--- config.mk ---
export PLATFORM = sky130hd
export DESIGN_NAME = control_unit_flat
export DESIGN_NICKNAME = d
export VERILOG_FILES = /design/src/rtl/cpu_pkg.sv /design/src/rtl/control_unit_if.sv /design/src/rtl/control_unit.sv /design/src/flat_wrapper.sv
export SDC_FILE = /design/constraint.sdc
export NUM_CORES = 1
export LEC_CHECK = 0
export BUFFER_PORTS_ARGS = -buffer_cell sky130_fd_sc_hd__buf_2
export CORE_MARGIN = 2
export CORE_UTILIZATION = 49
export CTS_CLUSTER_DIAMETER = 100
export DETAILED_ROUTE_END_ITERATION = 7
export GPL_ROUTABILITY_DRIVEN = 1
export PLACE_DENSITY_LB_ADDON = 0.12
export SYNTH_ARGS = -nofsm -noshare
export SYNTH_HDL_FRONTEND = slang
export SYNTH_SLANG_ARGS = --single-unit
--- constraint.sdc ---
create_clock -name CLK -period 2.1 [get_ports CLK]
set_input_delay 0.42 -clock CLK [delete_from_list [all_inputs] [get_ports CLK]]
set_output_delay 0.42 -clock CLK [all_outputs]
set_load 0.01 [all_outputs]
--- src/rtl/cpu_pkg.sv ---
// Shared CPU definitions: control-FSM state encoding, instruction opcodes and
// ALU function-select codes, used by both the control unit and the datapath.
`default_nettype none

package cpu_pkg;

  typedef enum logic [4:0] {
    S_IDLE   = 5'd0,
    S_FETCH1 = 5'd1,
    S_FETCH2 = 5'd2,
    S_FETCH3 = 5'd3,
    S_DECODE = 5'd4,
    S_ADDR1  = 5'd5,
    S_ADDR2  = 5'd6,
    S_LDAC3  = 5'd7,
    S_LDAC4  = 5'd8,
    S_STAC3  = 5'd9,
    S_STAC4  = 5'd10,
    S_MVAC1  = 5'd11,
    S_MOVR1  = 5'd12,
    S_JMP1   = 5'd13,
    S_JMP2   = 5'd14,
    S_SKIP1  = 5'd15,
    S_ALUR1  = 5'd16,
    S_ALUA1  = 5'd17
  } state_t;

  localparam logic [3:0] OP_NOP  = 4'h0;
  localparam logic [3:0] OP_LDAC = 4'h1;
  localparam logic [3:0] OP_STAC = 4'h2;
  localparam logic [3:0] OP_MVAC = 4'h3;
  localparam logic [3:0] OP_MOVR = 4'h4;
  localparam logic [3:0] OP_JUMP = 4'h5;
  localparam logic [3:0] OP_JMPZ = 4'h6;
  localparam logic [3:0] OP_JPNZ = 4'h7;
  localparam logic [3:0] OP_ADD  = 4'h8;
  localparam logic [3:0] OP_SUB  = 4'h9;
  localparam logic [3:0] OP_INAC = 4'hA;
  localparam logic [3:0] OP_CLAC = 4'hB;
  localparam logic [3:0] OP_AND  = 4'hC;
  localparam logic [3:0] OP_OR   = 4'hD;
  localparam logic [3:0] OP_XOR  = 4'hE;
  localparam logic [3:0] OP_NOT  = 4'hF;

  // ALUS[7:1], bit 6 of the vector is ALUS7
  localparam logic [6:0] ALUS_NONE = 7'b0000000;
  localparam logic [6:0] ALUS_PASS = 7'b0000010;
  localparam logic [6:0] ALUS_ADD  = 7'b0000011;
  localparam logic [6:0] ALUS_SUB  = 7'b0001101;
  localparam logic [6:0] ALUS_INAC = 7'b0001001;
  localparam logic [6:0] ALUS_CLAC = 7'b0000000;
  localparam logic [6:0] ALUS_AND  = 7'b1000000;
  localparam logic [6:0] ALUS_OR   = 7'b1010000;
  localparam logic [6:0] ALUS_XOR  = 7'b1100000;
  localparam logic [6:0] ALUS_NOT  = 7'b1110000;

  function automatic logic [6:0] alu_code(input logic [3:0] op);
    logic [6:0] code;
    code = ALUS_NONE;
    case (op)
      OP_ADD:  code = ALUS_ADD;
      OP_SUB:  code = ALUS_SUB;
      OP_INAC: code = ALUS_INAC;
      OP_CLAC: code = ALUS_CLAC;
      OP_AND:  code = ALUS_AND;
      OP_OR:   code = ALUS_OR;
      OP_XOR:  code = ALUS_XOR;
      OP_NOT:  code = ALUS_NOT;
      default: code = ALUS_NONE;
    endcase
    return code;
  endfunction

endpackage

`default_nettype wire

--- src/rtl/control_unit_if.sv ---
// Control-unit <-> datapath signal bundle: instruction/flag inputs and the
// register, bus, ALU and memory strobes.
`default_nettype none

interface control_unit_if;
  logic [3:0] opcode;
  logic       z;
  logic       pc_bus;
  logic       pc_load;
  logic       pc_inc;
  logic       ar_load;
  logic       dr_load;
  logic       dr_bus;
  logic       ir_load;
  logic       r_load;
  logic       r_bus;
  logic       ac_load;
  logic       ac_bus;
  logic       z_load;
  logic [7:1] alus;
  logic       mem_read;
  logic       mem_write;

  // Control unit side: consumes opcode/flag, drives every strobe
  modport master (
    input  opcode, z,
    output pc_bus, pc_load, pc_inc, ar_load, dr_load, dr_bus, ir_load,
           r_load, r_bus, ac_load, ac_bus, z_load, alus, mem_read, mem_write
  );

  modport slave (
    output opcode, z,
    input  pc_bus, pc_load, pc_inc, ar_load, dr_load, dr_bus, ir_load,
           r_load, r_bus, ac_load, ac_bus, z_load, alus, mem_read, mem_write
  );
endinterface

`default_nettype wire

--- src/rtl/control_unit.sv ---
// Moore control FSM for the accumulator CPU: fetch, decode and execute
// sequencing; strobes depend only on the state and the op latched at DECODE.
`default_nettype none

module control_unit
  import cpu_pkg::*;
(
  input  wire logic      CLK,
  input  wire logic      RESET,
  control_unit_if.master bus
);

  state_t     state_q, state_d;
  logic [3:0] op_q, op_d;

  always_ff @(posedge CLK or posedge RESET) begin
    if (RESET) begin
      state_q <= S_IDLE;
      op_q    <= OP_NOP;
    end else begin
      state_q <= state_d;
      op_q    <= op_d;
    end
  end

  always_comb begin
    state_d = state_q;
    op_d    = op_q;
    case (state_q)
      S_IDLE:   state_d = S_FETCH1;
      S_FETCH1: state_d = S_FETCH2;
      S_FETCH2: state_d = S_FETCH3;
      S_FETCH3: state_d = S_DECODE;
      S_DECODE: begin
        // Later opcode changes must not alter the rest of this instruction
        op_d = bus.opcode;
        case (bus.opcode)
          OP_NOP:                              state_d = S_FETCH1;
          OP_LDAC, OP_STAC:                    state_d = S_ADDR1;
          OP_MVAC:                             state_d = S_MVAC1;
          OP_MOVR:                             state_d = S_MOVR1;
          OP_JUMP:                             state_d = S_JMP1;
          OP_JMPZ:                             state_d = bus.z ? S_JMP1 : S_SKIP1;
          OP_JPNZ:                             state_d = bus.z ? S_SKIP1 : S_JMP1;
          OP_ADD, OP_SUB, OP_AND, OP_OR, OP_XOR: state_d = S_ALUR1;
          default:                             state_d = S_ALUA1;
        endcase
      end
      S_ADDR1:  state_d = S_ADDR2;
      S_ADDR2:  state_d = (op_q == OP_STAC) ? S_STAC3 : S_LDAC3;
      S_LDAC3:  state_d = S_LDAC4;
      S_STAC3:  state_d = S_STAC4;
      S_JMP1:   state_d = S_JMP2;
      default:  state_d = S_FETCH1;
    endcase
  end

  always_comb begin
    bus.pc_bus    = 1'b0;
    bus.pc_load   = 1'b0;
    bus.pc_inc    = 1'b0;
    bus.ar_load   = 1'b0;
    bus.dr_load   = 1'b0;
    bus.dr_bus    = 1'b0;
    bus.ir_load   = 1'b0;
    bus.r_load    = 1'b0;
    bus.r_bus     = 1'b0;
    bus.ac_load   = 1'b0;
    bus.ac_bus    = 1'b0;
    bus.z_load    = 1'b0;
    bus.alus      = ALUS_NONE;
    bus.mem_read  = 1'b0;
    bus.mem_write = 1'b0;
    case (state_q)
      S_FETCH1: begin
        bus.pc_bus  = 1'b1;
        bus.ar_load = 1'b1;
      end
      S_FETCH2, S_ADDR1: begin
        bus.mem_read = 1'b1;
        bus.dr_load  = 1'b1;
        bus.pc_inc   = 1'b1;
      end
      S_FETCH3: begin
        bus.ir_load = 1'b1;
        bus.pc_bus  = 1'b1;
        bus.ar_load = 1'b1;
      end
      S_ADDR2: begin
        bus.dr_bus  = 1'b1;
        bus.ar_load = 1'b1;
      end
      S_LDAC3, S_JMP1: begin
        bus.mem_read = 1'b1;
        bus.dr_load  = 1'b1;
      end
      S_LDAC4: begin
        bus.dr_bus  = 1'b1;
        bus.ac_load = 1'b1;
        bus.z_load  = 1'b1;
        bus.alus    = ALUS_PASS;
      end
      S_STAC3: begin
        bus.ac_bus  = 1'b1;
        bus.dr_load = 1'b1;
      end
      S_STAC4:  bus.mem_write = 1'b1;
      S_MVAC1: begin
        bus.ac_bus = 1'b1;
        bus.r_load = 1'b1;
      end
      S_MOVR1: begin
        bus.r_bus   = 1'b1;
        bus.ac_load = 1'b1;
        bus.z_load  = 1'b1;
        bus.alus    = ALUS_PASS;
      end
      S_JMP2: begin
        bus.dr_bus  = 1'b1;
        bus.pc_load = 1'b1;
      end
      S_SKIP1:  bus.pc_inc = 1'b1;
      S_ALUR1: begin
        bus.r_bus   = 1'b1;
        bus.ac_load = 1'b1;
        bus.z_load  = 1'b1;
        bus.alus    = alu_code(op_q);
      end
      S_ALUA1: begin
        bus.ac_load = 1'b1;
        bus.z_load  = 1'b1;
        bus.alus    = alu_code(op_q);
      end
      default: ;
    endcase
  end

endmodule

`default_nettype wire
--- src/flat_wrapper.sv ---
// flat-port wrapper written by rule: the top's interface ports become plain ports
module control_unit_flat import cpu_pkg::*;
  (CLK, RESET, bus_opcode, bus_z, bus_pc_bus, bus_pc_load, bus_pc_inc, bus_ar_load, bus_dr_load, bus_dr_bus, bus_ir_load, bus_r_load, bus_r_bus, bus_ac_load, bus_ac_bus, bus_z_load, bus_alus, bus_mem_read, bus_mem_write);
  control_unit_if bus_i ();
  input  wire logic CLK;
  input  wire logic RESET;
  input wire logic [$bits(bus_i.opcode)-1:0] bus_opcode;
  input wire logic [$bits(bus_i.z)-1:0] bus_z;
  output wire logic [$bits(bus_i.pc_bus)-1:0] bus_pc_bus;
  output wire logic [$bits(bus_i.pc_load)-1:0] bus_pc_load;
  output wire logic [$bits(bus_i.pc_inc)-1:0] bus_pc_inc;
  output wire logic [$bits(bus_i.ar_load)-1:0] bus_ar_load;
  output wire logic [$bits(bus_i.dr_load)-1:0] bus_dr_load;
  output wire logic [$bits(bus_i.dr_bus)-1:0] bus_dr_bus;
  output wire logic [$bits(bus_i.ir_load)-1:0] bus_ir_load;
  output wire logic [$bits(bus_i.r_load)-1:0] bus_r_load;
  output wire logic [$bits(bus_i.r_bus)-1:0] bus_r_bus;
  output wire logic [$bits(bus_i.ac_load)-1:0] bus_ac_load;
  output wire logic [$bits(bus_i.ac_bus)-1:0] bus_ac_bus;
  output wire logic [$bits(bus_i.z_load)-1:0] bus_z_load;
  output wire logic [$bits(bus_i.alus)-1:0] bus_alus;
  output wire logic [$bits(bus_i.mem_read)-1:0] bus_mem_read;
  output wire logic [$bits(bus_i.mem_write)-1:0] bus_mem_write;
  assign bus_i.opcode = bus_opcode;
  assign bus_i.z = bus_z;
  assign bus_pc_bus = bus_i.pc_bus;
  assign bus_pc_load = bus_i.pc_load;
  assign bus_pc_inc = bus_i.pc_inc;
  assign bus_ar_load = bus_i.ar_load;
  assign bus_dr_load = bus_i.dr_load;
  assign bus_dr_bus = bus_i.dr_bus;
  assign bus_ir_load = bus_i.ir_load;
  assign bus_r_load = bus_i.r_load;
  assign bus_r_bus = bus_i.r_bus;
  assign bus_ac_load = bus_i.ac_load;
  assign bus_ac_bus = bus_i.ac_bus;
  assign bus_z_load = bus_i.z_load;
  assign bus_alus = bus_i.alus;
  assign bus_mem_read = bus_i.mem_read;
  assign bus_mem_write = bus_i.mem_write;
  control_unit u_core (.CLK(CLK), .RESET(RESET), .bus(bus_i));
endmodule
==> metrics.txt <==
# TYPE chip_impl_metric gauge
chip_impl_info{name="synthFlopType",value="sky130_fd_sc_hd__dfrtp_1"} 1
chip_impl_metric{name="gr-usage-all-layers",unit="%"} 20.16
chip_impl_info{name="result_of_the_run",value="finished with violations"} 1
chip_impl_metric{name="design.die.area",unit="sq um"} 2072
chip_impl_metric{name="critical_path.max_stage_delay",unit="ns"} 0.40
chip_impl_metric{name="cts-root-to-sink-buffers",unit=""} 2
chip_impl_metric{name="boundaryPins",unit=""} 28
chip_impl_info{name="start_kind",value="flip-flop"} 1
chip_impl_metric{name="yosysSeqAreaShare",unit="%"} 26.67
chip_impl_metric{name="skew_final",unit="ns"} 0.001419
chip_impl_info{name="cts_tree",value="built"} 1
chip_impl_info{name="timing.hold.worst.class",value="in2async"} 1
chip_impl_metric{name="clock_sinks",unit=""} 9
chip_impl_metric{name="fmax",unit="MHz"} 449.9
chip_impl_info{name="delay_heaviest_family_cp",value="simple AND/OR/NAND/NOR gates"} 1
chip_impl_metric{name="via_count_of_the_first_global_routing_pass",unit=""} 708
chip_impl_metric{name="grt_pass1_wl",unit="um"} 2994
chip_impl_metric{name="core",unit="sq um"} 1559
chip_impl_metric{name="antenna_violating_nets_post_route",unit=""} 0
chip_impl_metric{name="clk_pin_slew",unit="ns"} 0.07
chip_impl_info{name="slowest_stage",value="sky130_fd_sc_hd__or3b_4"} 1
chip_impl_metric{name="max-vdd-ir-drop",unit="uV"} 768.8
chip_impl_metric{name="global_route_met3_utilization",unit="%"} 2.381
chip_impl_metric{name="global_route.usage.met2",unit="%"} 33.80
chip_impl_metric{name="totalWireLength",unit="um"} 2127
chip_impl_metric{name="powerDensity",unit="nW/um^2"} 1347
chip_impl_metric{name="placementRows",unit=""} 14
chip_impl_metric{name="count_of_mapped_cells_out_of_synthesis",unit=""} 104
chip_impl_metric{name="worst_slew_margin_rel",unit="%"} 77.02
chip_impl_metric{name="pin_count_of_the_biggest_net_entering_global_routing",unit=""} 18
chip_impl_metric{name="num_antenna_cells",unit=""} 0
chip_impl_metric{name="report.final.slew_viol_count",unit=""} 0
chip_impl_metric{name="async_set_or_reset_flop_fraction_in_the_synthesized_netlist",unit="%"} 100.0
chip_impl_metric{name="detailroute.via_count",unit=""} 858
chip_impl_metric{name="drcViolationCount",unit=""} 0
chip_impl_metric{name="die-width",unit="um"} 45.52
chip_impl_metric{name="number_of_max_cap_violations",unit=""} 0
chip_impl_metric{name="die-height",unit="um"} 45.52
chip_impl_metric{name="grt_antenna_before_repair",unit=""} 0
chip_impl_metric{name="power_leakage",unit="nW"} 0.5913
chip_impl_metric{name="clk_latency",unit="ns"} 0.27
chip_impl_info{name="clock_tree.root_cell",value="sky130_fd_sc_hd__clkbuf_4"} 1
chip_impl_metric{name="pre_cts_ws",unit="ns"} 0.2193
chip_impl_metric{name="crit_buf_inv",unit=""} 2
chip_impl_metric{name="grt_overflow",unit=""} 0
chip_impl_metric{name="worst_slack",unit="ns"} -0.1227
chip_impl_metric{name="flow.area_growth_from_synthesis",unit="%"} 36.59
chip_impl_metric{name="finalHoldWorstSlack",unit="ns"} 0.09312
chip_impl_metric{name="crit_fanout",unit=""} 3
chip_impl_metric{name="register_bit_total_from_synthesis",unit=""} 9
chip_impl_metric{name="synth_enable_flop_cells",unit=""} 0
chip_impl_metric{name="final_period_minus_worst_setup_slack",unit="ns"} 2.223
chip_impl_metric{name="cts-htree-levels",unit=""} 1
chip_impl_metric{name="gp_congestion",unit=""} 0.8541
chip_impl_metric{name="fin_util",unit="%"} 74.00
chip_impl_info{name="timing.setup.critical_path_class",value="reg2out"} 1
chip_impl_metric{name="timing.final.setup_violations",unit=""} 10
chip_impl_info{name="failing_checks",value="setup timing"} 1
chip_impl_metric{name="synthesis.area",unit="sq um"} 844.6
chip_impl_metric{name="finalHoldViolCount",unit=""} 0
chip_impl_metric{name="synth_cell_types",unit=""} 42
chip_impl_metric{name="routed_via_density",unit=""} 5.535
chip_impl_metric{name="drive_above_1_share",unit="%"} 43.88
chip_impl_metric{name="timing.critical_path.arrival",unit="ns"} 1.80
chip_impl_metric{name="grtUsageMet1",unit="%"} 25.06
chip_impl_metric{name="synth.avg_cell_area",unit="sq um"} 8.121
chip_impl_metric{name="min_period_over_period",unit="%"} 105.8
chip_impl_metric{name="post_cts_hold_buffer_count",unit=""} 0
chip_impl_metric{name="design.final.nets",unit=""} 151
chip_impl_metric{name="cts_buffers",unit=""} 3
chip_impl_metric{name="filler_cell_count",unit=""} 125
chip_impl_metric{name="drtIter0Drc",unit=""} 13
chip_impl_info{name="rsz0062_at_grt",value="true"} 1
chip_impl_info{name="busiest_layer",value="met2"} 1
chip_impl_metric{name="place.port_buffers",unit=""} 27
chip_impl_metric{name="drtPass1Iterations",unit=""} 6
chip_impl_metric{name="floorplan.initialDensity",unit="%"} 54.17
chip_impl_info{name="worstSetupEndpointType",value="primary output"} 1
chip_impl_metric{name="yosys_warnings",unit=""} 0
chip_impl_metric{name="synth_nets",unit=""} 115
chip_impl_metric{name="place_hpwl",unit="um"} 1383
chip_impl_metric{name="timing.critical_path.required",unit="ns"} 1.68
chip_impl_metric{name="post_drt_wl_per_cell",unit="um"} 13.72
chip_impl_info{name="cp_cell_sequence",value="or3b_4 > nand3b_1 > buf_4 > nor2_4 > and2_1 > buf_2"} 1
chip_impl_metric{name="max_slew.worst_pin.slew",unit="ns"} 0.3444
[flip-flops by register name, indices dropped and copies added (netlist names)]
name,flops
u_core.state_q,5
u_core.op_q,4
[worst register-to-register path, cell delays in order, from the launching register on]
cell and delay, ns:
sky130_fd_sc_hd__dfrtp_1 0.37, sky130_fd_sc_hd__buf_4 0.13, sky130_fd_sc_hd__buf_12 0.10, sky130_fd_sc_hd__buf_12 0.12
sky130_fd_sc_hd__nand2b_4 0.06, sky130_fd_sc_hd__or4_4 0.48, sky130_fd_sc_hd__o32a_1 0.38, sky130_fd_sc_hd__o21ai_2 0.06
[per-layer routing]
metal,share of wire [%],vias up
met2,49,25
met3,4.4,6
met1,45,397
met5,0,-
met4,1.8,0
li1,-,430
[synthesized netlist by cell type (2+ instances only)]
cell type / number / area share, %
sky130_fd_sc_hd__inv_1: 7 / 3.1
sky130_fd_sc_hd__nor4b_1: 2 / 2.1
sky130_fd_sc_hd__nor2_1: 10 / 4.4
sky130_fd_sc_hd__a21oi_1: 7 / 4.1
sky130_fd_sc_hd__ha_1: 4 / 5.9
sky130_fd_sc_hd__nand2_1: 6 / 2.7
sky130_fd_sc_hd__a211oi_1: 2 / 1.8
sky130_fd_sc_hd__buf_6: 2 / 2.7
sky130_fd_sc_hd__nand3b_1: 3 / 2.7
sky130_fd_sc_hd__clkbuf_1: 3 / 1.3
sky130_fd_sc_hd__dfrtp_1: 9 / 27
sky130_fd_sc_hd__nand2b_1: 3 / 2.2
sky130_fd_sc_hd__or3_1: 2 / 1.5
sky130_fd_sc_hd__buf_2: 3 / 1.8
sky130_fd_sc_hd__a21o_1: 5 / 4.4
sky130_fd_sc_hd__nor2b_1: 2 / 1.5
sky130_fd_sc_hd__and2_1: 3 / 2.2
sky130_fd_sc_hd__mux2_2: 3 / 4.0
sky130_fd_sc_hd__nor3_1: 5 / 3.0
[power by group]
group | internal (mW) | leakage [nW] | switching [mW]
clock network | 0.0707 | 0.0177 | 0.0719
logic | 0.524 | 0.463 | 0.519
registers | 0.255 | 0.110 | 0.114
[timing repair]
item / CTS / global route
pin swaps: 1 / 7
buffers inserted: 2 / 5
endpoints found under the setup margin: 7 / 10
gates resized for setup: 2 / 14
[cell type report]
| type | instances | area, sq um | share of cell area (%) |
|---|---|---|---|
| Multi-Input combinational cell | 78 | 578.1 | 50.11 |
| Timing Repair Buffer | 41 | 275.3 | 23.86 |
| Sequential cell | 9 | 226.5 | 19.63 |
| Inverter | 7 | 26.28 | 2.278 |
| Clock buffer | 3 | 22.52 | 1.952 |
| Tap cell | 16 | 20.02 | 1.735 |
| Clock inverter | 1 | 5.005 | 0.4338 |
[metrics by stage]
step                area (sq um)  instances  power, mW  setup TNS, ns
floorplan                  844.6        104     0.9729              0
global placement           992.2        144      1.202              0
detailed placement         992.2        144      1.227              0
CTS                         1042        150      1.389        -0.1051
global route                1154        155      1.666         -1.227
finish                      1154        155      1.554        -0.6182
[placed cells by master (no fill, tap or decap), types with 2 or more instances in the layout]
cell / n
sky130_fd_sc_hd__and2_1: 3
sky130_fd_sc_hd__a211oi_1: 2
sky130_fd_sc_hd__buf_4: 11
sky130_fd_sc_hd__a21o_1: 5
sky130_fd_sc_hd__nand2_1: 6
sky130_fd_sc_hd__nor3_1: 4
sky130_fd_sc_hd__or3_4: 2
sky130_fd_sc_hd__buf_6: 2
sky130_fd_sc_hd__nor4b_1: 2
sky130_fd_sc_hd__buf_12: 2
sky130_fd_sc_hd__nand2b_1: 2
sky130_fd_sc_hd__nand3b_1: 3
sky130_fd_sc_hd__nor2_1: 9
sky130_fd_sc_hd__mux2_2: 3
sky130_fd_sc_hd__inv_1: 7
sky130_fd_sc_hd__dfrtp_1: 8
sky130_fd_sc_hd__nor2b_1: 2
sky130_fd_sc_hd__a21oi_1: 7
sky130_fd_sc_hd__clkbuf_4: 3
sky130_fd_sc_hd__ha_1: 4
sky130_fd_sc_hd__nand2b_4: 2
sky130_fd_sc_hd__buf_2: 26
[kinds of logic (layout without fill, tap and decap cells)]
logic type | Yosys count | after routing | synth area share (%)
and+or+nand+nor | 45 | 45 | 30.96
adders and majority gates | 4 | 4 | 5.926
muxes | 4 | 4 | 5.185
buffers and inverters | 17 | 52 | 10.22
DFF | 9 | 9 | 26.67
xor gates and xnor gates | 2 | 2 | 2.074
AOI/OAI and AO/OA | 23 | 23 | 18.96
[path summary, 6_finish.rpt]
| kind | start | endpoint | slack [ns] | cells after the start |
|---|---|---|---|---|
| max | u_core.state_q[2] | bus_alus[3] | -0.12 | 6 |
| min | RESET | u_core.state_q[0] | 0.09 | 2 |
| max reg2reg | u_core.state_q[2] | u_core.state_q[3] | 0.34 | 7 |
| min reg2reg | u_core.op_q[3] | u_core.op_q[3] | 0.53 | 1 |
| max in group asynchronous | RESET | u_core.state_q[1] | 1.74 | 2 |
| min in group CLK | bus_opcode[3] | u_core.state_q[4] | 0.41 | 3 |
No activity file was read; power rests on OpenSTA's default activity.
